### src/rtl/shared_pin_pkg.sv
// Shared definitions for the shared-pin arbiter.
//   state_t             : arbiter FSM states (IDLE, GRANT)
//   DEFAULT_SYNC_STAGES : default synchronizer depth for raw board inputs
//   idx_w(n)            : $clog2(n) with a floor of 1, for index/counter widths
package shared_pin_pkg;

    typedef enum logic {
        IDLE  = 1'b0,
        GRANT = 1'b1
    } state_t;

    localparam int DEFAULT_SYNC_STAGES = 2;

    function automatic int idx_w(input int n);
        return (n < 2) ? 1 : $clog2(n);
    endfunction

endpackage

### src/rtl/pin_sync.sv
// One-bit multi-flop synchronizer for a raw asynchronous input pin.
// Ports:
//   clk : system clock
//   rst : asynchronous active-high reset, clears every stage to 0
//   d   : raw asynchronous input
//   q   : synchronized copy of d, STAGES clk cycles later
module pin_sync #(
    parameter int STAGES = 2
) (
    input  logic clk,
    input  logic rst,
    input  logic d,
    output logic q
);

    logic [STAGES-1:0] ff;

    always_ff @(posedge clk or posedge rst) begin
        if (rst) begin
            ff <= '0;
        end else begin
            ff <= {ff[STAGES-2:0], d};
        end
    end

    assign q = ff[STAGES-1];

endmodule

### src/rtl/shared_pin_arbiter.sv
// Shares one registered output pin between N_REQ raw input pins.
// Raw inputs are synchronized, then granted round-robin with a minimum hold
// time; the owner's synchronized level drives pin_out.
// Ports:
//   clk          : system clock
//   rst          : asynchronous active-high reset
//   req_in       : raw asynchronous request pins (high = request)
//   pin_out      : shared output pin, registered level of the owner's input
//   grant_valid  : a requester currently owns pin_out
//   grant_idx    : owner index, 0 when no grant
//   grant_onehot : owner one-hot, all-zero when no grant
// Handshake: there is no ready path; a request is simply a held level. A
// requester is served once its synchronized level is seen high by the
// round-robin pick, and it keeps the pin for at least HOLD_CYCLES cycles.
module shared_pin_arbiter
    import shared_pin_pkg::*;
#(
    parameter int N_REQ       = 4,
    parameter int HOLD_CYCLES = 4,
    parameter int SYNC_STAGES = DEFAULT_SYNC_STAGES
) (
    input  logic                           clk,
    input  logic                           rst,
    input  logic [N_REQ-1:0]               req_in,
    output logic                           pin_out,
    output logic                           grant_valid,
    output logic [idx_w(N_REQ)-1:0]        grant_idx,
    output logic [N_REQ-1:0]               grant_onehot
);

    localparam int IW = idx_w(N_REQ);
    localparam int HW = idx_w(HOLD_CYCLES);
    localparam logic [HW-1:0] HOLD_LOAD = HW'(HOLD_CYCLES - 1);
    localparam logic [IW-1:0] LAST_RST  = IW'(N_REQ - 1);

    logic [N_REQ-1:0] req_s;

    for (genvar g = 0; g < N_REQ; g++) begin : g_sync
        pin_sync #(.STAGES(SYNC_STAGES)) u_sync (
            .clk (clk),
            .rst (rst),
            .d   (req_in[g]),
            .q   (req_s[g])
        );
    end

    // Round-robin pick: first set bit scanning last+1, last+2, ... with wrap.
    // The request vector is doubled so the scan never needs a modulo index.
    // Result is {found, index}.
    function automatic logic [IW:0] rr_pick(input logic [N_REQ-1:0] req,
                                            input logic [IW-1:0]    last);
        logic [2*N_REQ-1:0] dbl;
        logic [IW:0]        res;
        dbl = {req, req};
        res = '0;
        for (int i = 1; i <= N_REQ; i++) begin
            if (!res[IW] && dbl[int'(last) + i]) begin
                res = {1'b1, IW'((int'(last) + i) % N_REQ)};
            end
        end
        return res;
    endfunction

    state_t           state_q, state_d;
    logic [IW-1:0]    last_q,  last_d;
    logic [HW-1:0]    hold_q,  hold_d;
    logic [IW-1:0]    idx_d;
    logic             pin_d;
    logic [N_REQ-1:0] onehot_d;
    logic [N_REQ-1:0] others;
    logic [IW:0]      pick_all;
    logic [IW:0]      pick_oth;

    always_comb begin
        state_d  = state_q;
        last_d   = last_q;
        hold_d   = hold_q;
        idx_d    = grant_idx;
        pin_d    = 1'b0;
        onehot_d = '0;

        others            = req_s;
        others[grant_idx] = 1'b0;
        pick_all          = rr_pick(req_s, last_q);
        pick_oth          = rr_pick(others, last_q);

        case (state_q)
            IDLE: begin
                idx_d = '0;
                if (pick_all[IW]) begin
                    state_d = GRANT;
                    idx_d   = pick_all[IW-1:0];
                    last_d  = pick_all[IW-1:0];
                    hold_d  = HOLD_LOAD;
                    pin_d   = req_s[pick_all[IW-1:0]];
                end
            end
            GRANT: begin
                pin_d = req_s[grant_idx];
                if (hold_q != '0) begin
                    hold_d = hold_q - 1'b1;
                end else if (pick_oth[IW]) begin
                    // Direct handover, no idle cycle between owners.
                    idx_d  = pick_oth[IW-1:0];
                    last_d = pick_oth[IW-1:0];
                    hold_d = HOLD_LOAD;
                    pin_d  = req_s[pick_oth[IW-1:0]];
                end else if (!pin_out && !req_s[grant_idx]) begin
                    // Release only after pin_out has already shown the low
                    // level, so the pin falls one cycle before grant_valid.
                    state_d = IDLE;
                    idx_d   = '0;
                    pin_d   = 1'b0;
                end
            end
            default: begin
                state_d = IDLE;
                idx_d   = '0;
            end
        endcase

        if (state_d == GRANT) begin
            onehot_d[idx_d] = 1'b1;
        end
    end

    always_ff @(posedge clk or posedge rst) begin
        if (rst) begin
            state_q      <= IDLE;
            last_q       <= LAST_RST;
            hold_q       <= '0;
            grant_idx    <= '0;
            grant_onehot <= '0;
            pin_out      <= 1'b0;
        end else begin
            state_q      <= state_d;
            last_q       <= last_d;
            hold_q       <= hold_d;
            grant_idx    <= idx_d;
            grant_onehot <= onehot_d;
            pin_out      <= pin_d;
        end
    end

    // The FSM state is visible directly as grant_valid.
    assign grant_valid = (state_q == GRANT);

endmodule

### config.mk
export PLATFORM = sky130hd
export DESIGN_NAME = shared_pin_arbiter
export DESIGN_NICKNAME = d
export VERILOG_FILES = /design/src/rtl/shared_pin_pkg.sv /design/src/rtl/pin_sync.sv /design/src/rtl/shared_pin_arbiter.sv
export SDC_FILE = /design/constraint.sdc
export NUM_CORES = 1
export LEC_CHECK = 0
export CAP_MARGIN = 30
export CORE_UTILIZATION = 49
export DETAILED_ROUTE_END_ITERATION = 10
export PLACE_DENSITY = 0.8
export SLEW_MARGIN = 30
export SYNTH_ARGS = -nofsm -noshare
export SYNTH_HDL_FRONTEND = slang
export SYNTH_SLANG_ARGS = --single-unit
export TNS_END_PERCENT = 20
### constraint.sdc
create_clock -name clk -period 2.7 [get_ports clk]
set_input_delay 0.405 -clock clk [delete_from_list [all_inputs] [get_ports clk]]
set_output_delay 0.405 -clock clk [all_outputs]
set_load 0.01 [all_outputs]
### Yosys cells after proc, flatten, opt, wreduce, memory -nomap -nowiden

Cells that the tools add are included.

| operators by class | value |
|---|---|
| add/sub/neg operators | 5 |
| $lt $le $gt $ge | 10 |
| eq/ne operators | 4 |
| mux-type cells | 66 |
| bitwise logic cells | 3 |
| reductions and logical operators | 20 |

Operators by type and width:

| operator | count |
|---|---|
| less-than comparator 32 x 5 -> 1 bit, second input constant | 4 |
| two-way mux 1 bit | 29 |
| binary-select mux 1 bit (select 3 bit) | 8 |
| two-way mux 3 bit | 8 |
| two-way mux 2 bit | 10 |
| less-than comparator 2 x 3 -> 1 bit, second input constant | 4 |
| case mux 2 bit (2 select lines) | 3 |
| logical AND 1 bit | 9 |
| zero test 1 bit | 8 |
| adder 2 x 2 -> 3 bit, second input constant | 2 |
| binary-select mux 1 bit (select 2 bit) | 3 |
| adder 2 x 3 -> 4 bit, second input constant | 1 |
| AND 4 bit | 1 |
| demux 1 bit (select 2 bit) | 2 |
| >= comparator 2 x 1 -> 1 bit, second input constant | 2 |
| two-way mux 4 bit | 1 |
| != test 2 bit, second input constant | 2 |
| inverter 4 bit | 1 |
| case mux 1 bit (2 select lines) | 2 |
| adder 2 x 1 -> 3 bit, second input constant | 1 |
| != test 3 x 1 -> 1 bit, second input constant | 1 |
| AND reduction 3 bit | 1 |
| != test 2 x 1 -> 1 bit, second input constant | 1 |
| AND reduction 2 bit | 1 |
| 3 further kinds | 3 |

| word-level totals | value |
|---|---|
| flip-flop bits (word level) | 20 |
| input port bits | 6 |

### Logic depth before layout (Yosys ltp)

| depth | value |
|---|---|
| depth in word-level cells | 27 |
| gate-level depth with buffers | 9 |
| gate-level depth less buffers | 7 |

### Hierarchy

A second synthesis with hierarchy kept.

| unflattened totals | value |
|---|---|
| cell total of the unflattened synthesis | 149 |
| area total of the unflattened synthesis | 1445.1 µm² |

Modules (own cells, without submodules):

| module | instances | cells each | area each (µm²) | seq. area each (µm²) |
|---|---|---|---|---|
| shared_pin_arbiter | 1 | 137 | 1229.9 | 302.8 |
| pin_sync | 4 | 3 | 53.8 | 50.0 |

### Worst setup path before layout

Ideal clock, no wire load.

| timing path | value |
|---|---|
| kind | register to register |
| start point | register last_q[0] |
| end point | register grant_onehot[0] |
| setup time | 0.121 ns |
| data arrival time | 2.408 ns |
| data required time | 2.579 ns |
| path slack | 0.171 ns |
| stages on the path, launching flop included | 10 |
| period minus slack after synthesis | 2.529 ns |
| cells stage by stage | dfstp_2 -> buf_2 -> inv_1 -> ha_1 -> clkbuf_1 -> a211oi_1 -> a2111oi_4 -> mux2i_1 -> o221ai_2 -> and4b_1 |

| on the way | value |
|---|---|
| cells in the longest elaborated chain, start to end | 22 |

RTL lines:

| element | RTL line | text |
|---|---|---|
| start: declaration | shared_pin_arbiter.sv:65 | `logic [IW-1:0] last_q, last_d;` |
| start signal: assignment | shared_pin_arbiter.sv:137 | `last_q <= last_d;` |
| adder 2 x 1 -> 3 bit | shared_pin_arbiter.sv:58 | `res = {1'b1, IW'((int'(last) + i) % N_REQ)};` |
| binary-select mux 1 bit (select 3 bit) | shared_pin_arbiter.sv:57 | `if (!res[IW] && dbl[int'(last) + i]) begin` |
| two-way mux 1 bit (not written as such) (2 in series) | shared_pin_arbiter.sv:57 |  |
| two-way mux 3 bit | shared_pin_arbiter.sv:57 |  |
| zero test 1 bit | shared_pin_arbiter.sv:57 |  |
| logical AND 1 bit | shared_pin_arbiter.sv:57 |  |
| two-way mux 3 bit | shared_pin_arbiter.sv:57 |  |
| zero test 1 bit | shared_pin_arbiter.sv:57 |  |
| [6 not listed] | - |  |
| two-way mux 2 bit | shared_pin_arbiter.sv:100 | `if (hold_q != '0) begin` |
| case mux 2 bit (2 select lines) | shared_pin_arbiter.sv:87 | `case (state_q)` |
| less-than comparator 2 x 3 -> 1 bit (not written as such) or >= comparator 2 x 1 -> 1 bit (tied branches) | shared_pin_arbiter.sv:123 | `onehot_d[idx_d] = 1'b1;` |
| logical AND 1 bit (not written as such) | shared_pin_arbiter.sv:123 |  |
| two-way mux 1 bit (not written as such) | shared_pin_arbiter.sv:123 |  |
| demux 1 bit (select 2 bit) | shared_pin_arbiter.sv:123 |  |
| two-way mux 4 bit * | shared_pin_arbiter.sv:122 | `if (state_d == GRANT) begin` |
| net onehot_d[0] | shared_pin_arbiter.sv:69 | `logic [N_REQ-1:0] onehot_d;` |
| end signal: assignment | shared_pin_arbiter.sv:140 | `grant_onehot <= onehot_d;` |
| end: declaration | shared_pin_arbiter.sv:28 | `output logic [N_REQ-1:0] grant_onehot` |

Mark *: on every way through the listed nets, which the timed path passes. The rest lies on a longest branch. The select of a mux whose other input is x is not followed.
A chain may end at the register's enable or synchronous reset.

### Worst setup path in the final report

| timing path | value |
|---|---|
| start point | register last_q[1] |
| end point | register grant_onehot[0] |

The elaborated chain is that of the path after synthesis.

==> results_dict.tcl <==
set metrics [dict create \
    synth_top_cell_by_area "dfrtp_1" \
    htree_levels 1 \
    firstDrtPassIters 4 \
    die_w_um 53.86 \
    io_pins 14 \
    route.detailed.drc 0 \
    total_power_uw 1738 \
    worst_path_largest_cell_delay_ps 660 \
    yosys_warnings 0 \
    final_core_util_pct 59.46 \
    drv_cap 0 \
    clkSinkCount 20 \
    required_ps 2950 \
    place_hpwl_mm 2.027 \
    cts_tree "built" \
    path_depth 7 \
    first_global_vias 1009 \
    ant_nets 0 \
    drv_slew 0 \
    syn_avg_cell_area_um2 9.411 \
    power_density_nw_per_um2 1169 \
    cp_cell_sequence "inv_1, ha_1, a211oi_1, a2111oi_4, mux2i_1, o221ai_2, and4b_1" \
    cts_buffer_depth 2 \
    yosysSeqAreaShare_pct 38.18 \
    viasPerCell 6.243 \
    drtIter0Drc 40 \
    synthesis.area_um2 1318 \
    critPathMaxFanout 11 \
    pre_cts_ws_ps 274.0 \
    vdd_drop_max_mv 0.8868 \
    r2r_cells 7 \
    synthTopCellsByCount "18 x dfrtp_1, 13 x nor2_1, 10 x inv_1, 9 x a21oi_1, 8 x mux2i_1" \
    fmax_mhz 405.5 \
    antenna_found_initial 0 \
    p_leak_uw 0.0006544 \
    critical_path.slowest_cell "dfstp_2" \
    root_buffer "clkbuf_4" \
    synth.top_cell.area_share_pct 34.19 \
    cts.repair.resized 0 \
    yosysMostFrequentCell "dfrtp_1" \
    area_growth_pct 12.82 \
    synth_edf_count 0 \
    via_count 1105 \
    path_class "flip-flop to flip-flop" \
    diodes 0 \
    synth.area.top_cells "dfrtp_1 34%, mux2i_1 6.1%, dfstp_2 4.0%, nor2_1 3.7%, a21oi_1 3.4%" \
    status "completed" \
    synth-seq-cells 20 \
    cts_buffers 3 \
    hold_violations 0 \
    finalCritPeriodShare_pct 91.34 \
    finalClockSkew_ps 7.697 \
    placementRows 18 \
    min_path_type "flip-flop to flip-flop" \
    die_area_um2 2900 \
    place_congestion 0.8774 \
    setup_viol 0 \
    grt_max_degree 21 \
    setup_ws_ps 233.7 \
    setup_tns_ps 0 \
    crit_buf_inv 1 \
    ctsHoldBuffers 0 \
    synthFlopType "dfrtp_1" \
    slew_headroom_pct 52.64 \
    arrival_ps 2710 \
    synth_cell_types 49 \
    die_height_um 53.86 \
    cp-end-kind "flip-flop" \
    wl_per_cell_um 15.98 \
    async_reset_ff_share_pct 100.0 \
    clock_latency_ps 300 \
    cts_setup_buffers 0 \
    grt_overflow 0 \
    worst_slew_pin_slew_ps 709.6 \
    finalNetCount 156 \
    critPathTopFamily "flip-flops" \
    start_kind "flip-flop" \
    drive_gt1_share_pct 12.24 \
    core_um2 2500 \
    numPortBuffers 13 \
    start_util_pct 52.70 \
    rsz0062_at_grt "false" \
    wirelength_mm 2.828 \
    netlist_instances 140 \
    path_clk_slew_ps 110 \
    grt_use_total_pct 22.29 \
    whs_path_depth 0 \
    synth_nets 148 \
    layout_min_cycle_time_ps 2466 \
    grt_pass1_wl_mm 4.623 \
]
==> flip-flops by register name (all words and copies together) (netlist names) <==
| name | count |
|---|---|
| last_q | 2 |
| hold_q | 2 |
| pin_out | 1 |
| g_sync.u_sync.ff | 8 |
| grant_valid | 1 |
| grant_idx | 2 |
| grant_onehot | 4 |
==> metal layers <==
metal / GRT usage (%) / vias up / share of wire, %
met5: 0 / - / 0
met1: 29.89 / 547 / 44
met4: 6.579 / 0 / 1.3
met3: 0.8475 / 5 / 3.7
li1: - / 517 / -
met2: 38.68 / 36 / 51
==> layout make-up <==
class | count | area (um^2)
Multi-Input combinational cell | 98 | 710.7
Timing Repair Buffer | 15 | 145.1
Sequential cell | 20 | 503.0
Inverter | 10 | 37.54
Tap cell | 30 | 37.54
Clock buffer | 3 | 22.52
Fill cell | 210 | 1013
Clock inverter | 1 | 30.03
==> cell usage in the layout, fill, tap and decap left out, types with 3 or more instances in the layout <==
| master | synthesis | layout |
|---|---|---|
| a21o_1 | 3 | 3 |
| nor2b_1 | 4 | 4 |
| mux2i_1 | 8 | 8 |
| a21oi_1 | 9 | 9 |
| nor3_1 | 5 | 5 |
| clkdlybuf4s50_1 | 0 | 13 |
| clkbuf_4 | 0 | 3 |
| nand2_1 | 4 | 4 |
| and3_1 | 3 | 3 |
| inv_1 | 10 | 10 |
| nor2_1 | 13 | 13 |
| a221oi_1 | 3 | 3 |
| dfrtp_1 | 18 | 18 |
| nand2b_1 | 4 | 4 |
| o21ai_0 | 6 | 6 |
==> stage by stage <==
stage | hold WS, ps | area (um^2) | instances
floorplan | 331.2 | 1318 | 140
global placement | 333.4 | 1434 | 173
detailed placement | 339.4 | 1434 | 173
CTS | 364.3 | 1486 | 177
global route | 374.1 | 1486 | 177
finish | 359.8 | 1486 | 177
==> logic make-up (layout without fill, tap and decap cells) <==
logic type               count (synthesis)  after routing  share of synthesized area (%)
AO/OA/AOI/OAI                           40             40                          24.12
buffers and inverters                   22             29                          7.882
flip-flops                              20             20                          38.18
adder cells (fa/ha/maj)                  2              2                          1.899
multiplexers                            11             11                          9.497
XOR/XNOR                                 1              1                         0.6649
AND/OR/NAND/NOR                         44             44                          17.76
==> where the power goes <==
part	total (uW)	internal (uW)	switching, uW
logic	985	484	502
registers	515	398	117
clock network	237	150	87.4
==> path summary, 6_finish.rpt <==
| check | to | from | slack (ps) |
|---|---|---|---|
| hold / removal | g_sync[3].u_sync.ff[1] | g_sync[3].u_sync.ff[0] | 360 |
| min in group asynchronous | g_sync[0].u_sync.ff[1] | rst | 540 |
| max in group asynchronous | g_sync[2].u_sync.ff[0] | rst | 1710 |
| setup reg to reg | grant_onehot[0] | last_q[1] | 230 |
| hold reg to reg | g_sync[3].u_sync.ff[1] | g_sync[3].u_sync.ff[0] | 360 |
| setup / recovery | grant_onehot[0] | last_q[1] | 230 |
==> worst register-to-register path: stages, from the launching register on <==
cell and delay [ps]:
dfstp_2 660, inv_1 100, ha_1 470, a211oi_1 120, a2111oi_4 350, mux2i_1 260, o221ai_2 170, and4b_1 280
Note: power is estimated with default switching activity, not from simulation.
